**config.mk**
```make
export PLATFORM = sky130hd
export DESIGN_NAME = adc_arbiter
export DESIGN_NICKNAME = d
export VERILOG_FILES = /design/src/rtl/adc_arbiter_pkg.sv /design/src/rtl/adc_arbiter_rr_pick2.sv /design/src/rtl/adc_arbiter.sv
export SDC_FILE = /design/constraint.sdc
export NUM_CORES = 1
export LEC_CHECK = 0
export CAP_MARGIN = 25
export CORE_UTILIZATION = 34
export DETAILED_ROUTE_END_ITERATION = 10
export PLACE_DENSITY = 0.55
export SETUP_SLACK_MARGIN = 0.1
export SLEW_MARGIN = 15
export SYNTH_ARGS = -nofsm -noshare
export SYNTH_HDL_FRONTEND = slang
export SYNTH_SLANG_ARGS = --single-unit
```
**constraint.sdc**
```tcl
create_clock -name clock -period 2.96 [get_ports clock]
set_input_delay 0.74 -clock clock [delete_from_list [all_inputs] [get_ports clock]]
set_output_delay 0.74 -clock clock [all_outputs]
set_load 0.01 [all_outputs]
```
**src/rtl/adc_arbiter_pkg.sv**
```systemverilog
// Shared types and constants for the A/D converter arbiter.
// Holds the sequencer state encoding, requester count and default timeout.
package adc_arbiter_pkg;

  localparam int NREQ            = 2;
  localparam int TIMEOUT_DEFAULT = 255;

  typedef enum logic [1:0] {
    IDLE  = 2'd0,
    START = 2'd1,
    WAIT  = 2'd2,
    ACK   = 2'd3
  } state_t;

endpackage

```
**src/rtl/adc_arbiter_rr_pick2.sv**
```systemverilog
// Combinational two-way round-robin picker: a lone requester wins outright,
// a tie goes to the requester that was not served last.
module rr_pick2 (
  input  logic [1:0] req,
  input  logic       last,
  output logic       grant,
  output logic       valid
);

  always_comb begin
    valid = |req;
    grant = 1'b0;
    unique case (req)
      2'b01:   grant = 1'b0;
      2'b10:   grant = 1'b1;
      2'b11:   grant = ~last;
      default: grant = 1'b0;
    endcase
  end

endmodule

```
**src/rtl/adc_arbiter.sv**
```systemverilog
// Shares one 8-bit A/D converter between two four-phase requesters: round-robin
// grant, soc/eoc sequencing with per-phase timeout, latched sample return.
module adc_arbiter
  import adc_arbiter_pkg::*;
#(
  parameter int TIMEOUT = TIMEOUT_DEFAULT
) (
  input  logic            clock,
  input  logic            reset,
  input  logic [NREQ-1:0] req,
  output logic [NREQ-1:0] ack,
  output logic [7:0]      dout,
  output logic            err,
  output logic            soc,
  input  logic            eoc,
  input  logic [7:0]      x
);

  localparam int CW = $clog2(TIMEOUT + 1);

  state_t        state_reg, state_next;
  logic [CW-1:0] cnt_reg, cnt_next;
  logic          grant_reg, grant_next;
  logic          last_reg, last_next;
  logic [7:0]    dout_reg, dout_next;
  logic          err_reg, err_next;

  logic          pick_grant;
  logic          pick_valid;
  logic [CW-1:0] cnt_inc;
  logic          timeout_hit;
  logic          ack_en;

  rr_pick2 u_pick (
    .req   (req),
    .last  (last_reg),
    .grant (pick_grant),
    .valid (pick_valid)
  );

  // The counter holds cycles already spent in the phase, so the abort edge is
  // the one on which the count would reach TIMEOUT.
  assign cnt_inc     = cnt_reg + CW'(1);
  assign timeout_hit = (cnt_inc == CW'(TIMEOUT));

  always_ff @(posedge clock) begin
    if (reset) begin
      state_reg <= IDLE;
      cnt_reg   <= '0;
      grant_reg <= 1'b0;
      last_reg  <= 1'b1;
      dout_reg  <= '0;
      err_reg   <= 1'b0;
    end else begin
      state_reg <= state_next;
      cnt_reg   <= cnt_next;
      grant_reg <= grant_next;
      last_reg  <= last_next;
      dout_reg  <= dout_next;
      err_reg   <= err_next;
    end
  end

  // An awaited eoc level seen on the abort edge still wins over the timeout.
  always_comb begin
    state_next = state_reg;
    cnt_next   = cnt_reg;
    grant_next = grant_reg;
    last_next  = last_reg;
    dout_next  = dout_reg;
    err_next   = err_reg;
    unique case (state_reg)
      IDLE: begin
        if (pick_valid) begin
          state_next = START;
          grant_next = pick_grant;
          last_next  = pick_grant;
          cnt_next   = '0;
        end
      end
      START: begin
        if (!eoc) begin
          state_next = WAIT;
          cnt_next   = '0;
        end else if (timeout_hit) begin
          state_next = ACK;
          err_next   = 1'b1;
        end else begin
          cnt_next = cnt_inc;
        end
      end
      WAIT: begin
        if (eoc) begin
          state_next = ACK;
          dout_next  = x;
          err_next   = 1'b0;
        end else if (timeout_hit) begin
          state_next = ACK;
          err_next   = 1'b1;
        end else begin
          cnt_next = cnt_inc;
        end
      end
      ACK: begin
        if (!req[grant_reg]) state_next = IDLE;
      end
      default: state_next = IDLE;
    endcase
  end

  always_comb begin
    soc    = 1'b0;
    ack_en = 1'b0;
    unique case (state_reg)
      START:   soc    = 1'b1;
      ACK:     ack_en = 1'b1;
      default: ;
    endcase
  end

  genvar gi;
  generate
    for (gi = 0; gi < NREQ; gi++) begin : g_ack
      assign ack[gi] = ack_en && (grant_reg == 1'(gi));
    end
  endgenerate

  assign dout = dout_reg;
  assign err  = err_reg;

endmodule

```
=== Word level (Yosys, flattened, before mapping) ===
Cells that the tools add are included.

* Bits in registers: 21
* Bits of input ports: 13
* Output and inout bits: 12
* Logic and storage cells: 51

* $add $sub $neg: 1
* Magnitude comparators: 1
* Eq/ne operators: 10
* Mux-type cells: 20
* Bitwise logic cells: 2
* Reduce and logical (&&, ||, !) cells: 11

{| class="wikitable"
|+ Operator list
! cell !! count
|-
| $mux 8 || 4
|-
| $pmux 8 s3 || 1
|-
| $mux 2 || 5
|-
| $add 8x1->8 const B || 1
|-
| $eq 2x2->1 const B || 4
|-
| $eq 8x8->1 const B || 1
|-
| $ne 2x2->1 const B || 4
|-
| $pmux 2 s4 || 1
|-
| $reduce_and 2->1 || 4
|-
| $mux 1 || 7
|-
| $pmux 1 s2 || 2
|-
| $reduce_and 3->1 || 1
|-
| $reduce_bool 3->1 || 1
|-
| $eq 2x1->1 const B || 1
|-
| $logic_and 1x1->1 || 2
|-
| $logic_not 2->1 || 1
|-
| $lt 1x2->1 const B || 1
|-
| $not 1->1 || 2
|-
| $reduce_bool 2->1 || 1
|-
| $reduce_or 2->1 || 1
|}

=== Longest topological paths before layout ===
* Depth in word-level cells: 5
* Mapped depth: 8

=== Modules after synthesis ===
From an unflattened synthesis, not the netlist that was laid out.

* Cells, all modules: 141
* Area, all modules: 1,153.6 µm²

{| class="wikitable"
|+ Modules (own cells, without submodules)
! module !! times used !! cells each !! area each (µm²) !! sequential area each (µm²)
|-
| adc_arbiter || 1 || 139 || 1,139.8 || 420.4
|-
| rr_pick2 || 1 || 2 || 13.8 || 0.0
|}

=== Worst setup path before layout ===
OpenSTA, ideal clock, no wires.

* Kind: input to register
* Start: input port eoc
* End: register cnt_reg[0]
* Setup time: 0.121 ns
* Arrival: 1.824 ns
* Setup slack: 1.015 ns
* Stages on the path: 5
* Buffers on the path: 1
* Cells stage by stage: and2_4 -> buf_6 -> or3_4 -> a21oi_2 -> mux2_4

* Cells in the longest elaborated chain, start to end: 2
* Elaborated cells on any way between the ends: 4
* Those cells by class: eq/ne: 1; mux: 2; reduce/logical: 1

{| class="wikitable"
|+ RTL lines
! item !! line !! RTL
|-
| start: declaration || adc_arbiter.sv:15 || <nowiki>input logic eoc,</nowiki>
|-
| $mux 8 or $ne 2x2->1 (tied branches) || - ||
|-
| $pmux 8 s3 or $reduce_and 3->1 (tied branches) || - ||
|-
| end signal: assignment || adc_arbiter.sv:56 || <nowiki>cnt_reg <= cnt_next;</nowiki>
|-
| end: declaration || adc_arbiter.sv:22 || <nowiki>logic [CW-1:0] cnt_reg, cnt_next;</nowiki>
|}

Several ways; a longest one is shown, not always the timed one.
A chain may end at the register's enable or synchronous reset.

=== Final worst setup path ===
* Start: register state_reg[0]
* End: output port ack[0]

* Cells in the longest elaborated chain, start to end: 3

{| class="wikitable"
|+ RTL lines
! item !! line !! RTL
|-
| start: declaration || adc_arbiter.sv:21 || <nowiki>state_t state_reg, state_next;</nowiki>
|-
| start signal: assignment || adc_arbiter.sv:55 || <nowiki>state_reg <= state_next;</nowiki>
|-
| $eq 2x2->1 || adc_arbiter.sv:114 || <nowiki>unique case (state_reg)</nowiki>
|-
| $mux 1 || adc_arbiter.sv:114 ||
|-
| $logic_and 1x1->1 || adc_arbiter.sv:124 || <nowiki>assign ack[gi] = ack_en && (grant_reg == 1'(gi));</nowiki>
|-
| end: declaration || adc_arbiter.sv:11 || <nowiki>output logic [NREQ-1:0] ack,</nowiki>
|}

No other way between the ends.

==> run metrics <==
Post-Synthesis Cells=roughly 140; fin nets=between 150 and 200; total track usage=0.158; Cell Area, Placed=between 1000 and 1500 um2; Min-Delay Endpoint=dout[7]; cell area after layout=between 1000 and 1500 um2; Crit. End Element=output port; RSZ-0062 raised after global routing=false; Reg2Reg Depth=7; Worst EP required=approximately 2200 ps; Area Growth Syn to Fin=26.7%; Starting Density=0.369; highest clock rate=~400 MHz; Hold WS=about 470 ps; boundary pin count=25; RR Startpoint=state_reg[0]; via count=about 1.0k; drt wl/cell=about 12 um; vias in the first global route=roughly 1k; Placed Cells=202; Post CTS Setup Buffer Count=0; most common cell after layout, fill and taps aside=nand2_1; setup_tns=0 ps; Die Ht=just over 60 um; worst path buffer plus inverter count=1; Setup WS pre-CTS=between 300 and 400 ps; initial drt markers=28; remaining antenna violation count=0; post-synth top area share=0.362; flop2flop setup slack=900 ps; reg2reg end=cnt_reg[0]; Synth cell types=36; Die X=roughly 60 um; Worst-Skew Late Latency=~300 ps; H-tree depth=1; Vias/cell=around 5.0; post-layout worst setup margin=about 480 ps; largest net degree at the start of global routing=16; YS warnings=0; Setup Skew=around 2.4 ps; Avg Cell Area, Syn=around 8.5 um2; Final Max Slew Viols=0; Cell Area, Synth=roughly 1200 um2; # resized after CTS=0; Die ar.=between 3000 and 4000 um2; FF+latch count, synth=21; Hold Buf Count CTS=0; HP Class=flip-flop to flip-flop; most frequent cells in the layout=nand2_1, clkdlybuf4s50_1, dfxtp_1; outcome=finished clean; CTS tree=yes; quantity of I/O buffers inserted on ports=24; CP max-delay cell=clkdlybuf4s50_1; Crit Path Max Fanout=5; HPWL Detailed=1.89 mm; Tcrit/Tclk final=0.837; Final Hold Viols=0; P_leak=between 0.5 and 0.6 nW; root buf cell=clkbuf_4; WS Path Type=flip-flop to output port; Sinks on Clock Net=21; CORE AREA=roughly 3200 um2; crit-path leading delay family=buffers and inverters; Hold Startpoint=dout[7]; first-pass GRT wire length=between 4 and 5 mm; layout cell share with drive strength beyond 1=0.0988; post-synthesis sequential area ratio=0.362; Setup crit start kind=flip-flop; Hold Path Stages=2; clk buf depth=2; clock transition at the registers of the reported paths=120 ps; pwr dens=about 360 nW/um2; relative slew slack=0.671; Crit path arrival time=around 1700 ps; Syn Nets=156; Layout Cells excl Fill=a little over 200; Post-route DRC=0; RD Place Congestion=between 0.8 and 0.9; final WL=2.54 mm; initial antenna violation count=0; DR pass1 iterations=6; Max-Cap Viols=0; Final Util=0.467; GRT overflow=0; setup violators final=0; Num CTS Buffers=3; Tmin final=~2500 ps; Critical Path, Cell by Cell=ha_1, nor2b_1, clkdlybuf4s50_1; Tot Pwr=approximately 0.52 mW; # rows=20; Synth area leaders=dfxtp_1, nand2_1, ha_1, a21oi_1, nor2_1; Worst Setup SP=state_reg[0]; ANT cells=0; Peak VDD IR=260 uV; Yosys top cell by area=dfxtp_1; Max stage delay on crit path=about 550 ps; pin slew with the least headroom to its limit=around 490 ps
worst max-delay path by stage:
stage | to | cells past startpoint | slack (ps)
after detailed placement | cnt_reg[0] | 6 | 400
after CTS | ack[0] | 3 | 450
final | ack[0] | 3 | 480
after floorplan | cnt_reg[0] | 5 | 1010
after global placement | cnt_reg[0] | 6 | 490
after global routing | ack[0] | 3 | 380
worst register-to-register path, stage by stage (launching register included):
cell,delay [ps]
dfxtp_1,430
inv_1,110
ha_1,280
and2_4,210
nor3_2,300
a21o_1,310
nor2_1,60
mux2_4,260
power breakdown:
group	leakage, nW	total, mW	switching [mW]	internal [mW]
clock network	0.0177	0.139	0.0887	0.0504
logic	0.365	0.0851	0.0417	0.0434
registers	0.170	0.299	0.00854	0.290
total	0.553	0.523	0.139	0.384
synth_stat cells:
cell type	count
nand2_1	26
dfxtp_1	21
a21oi_1	16
nor2_1	13
ha_1	7
nand4_1	4
nor2b_1	4
a211o_1	3
inv_1	3
nand3_1	3
nor3_2	3
xor2_1	3
a21o_1	2
mux2i_1	2
nand2b_1	2
nand3b_1	2
o22ai_1	2
xnor2_1	2
a21oi_2	1
a311oi_1	1
a32oi_1	1
and2_1	1
and2_4	1
and3_1	1
buf_2	1
buf_6	1
clkbuf_1	1
mux2_4	1
nand3_2	1
nor3_1	1
nor3b_1	1
o211ai_2	1
o22ai_2	1
o311ai_4	1
or3_4	1
or3b_1	1
layout make-up:
type	instances	area, um2
Fill cell	329	1680
Multi-Input combinational cell	109	711
Sequential cell	21	420
Timing Repair Buffer	25	248
Tap cell	44	55.1
Clock buffer	3	22.5
Inverter	3	11.3
Clock inverter	1	5.00
cell families after synthesis:
kind of cell / share of synthesized area
compound gates: 0.182
xor+xnor: 0.0377
fa+ha+maj: 0.0753
buf+inv: 0.0269
flops: 0.362
mux: 0.0301
simple gates: 0.286
metal layers:
metal  track usage  vias to the layer above  part of all wire
met4        0.0422                        0            0.0071
met3        0.0448                        2             0.041
met1         0.196                      476              0.47
li1              -                      531                 -
met5             0                        -                 0
met2         0.268                       26              0.48
No activity file was read; power rests on OpenSTA's default activity.
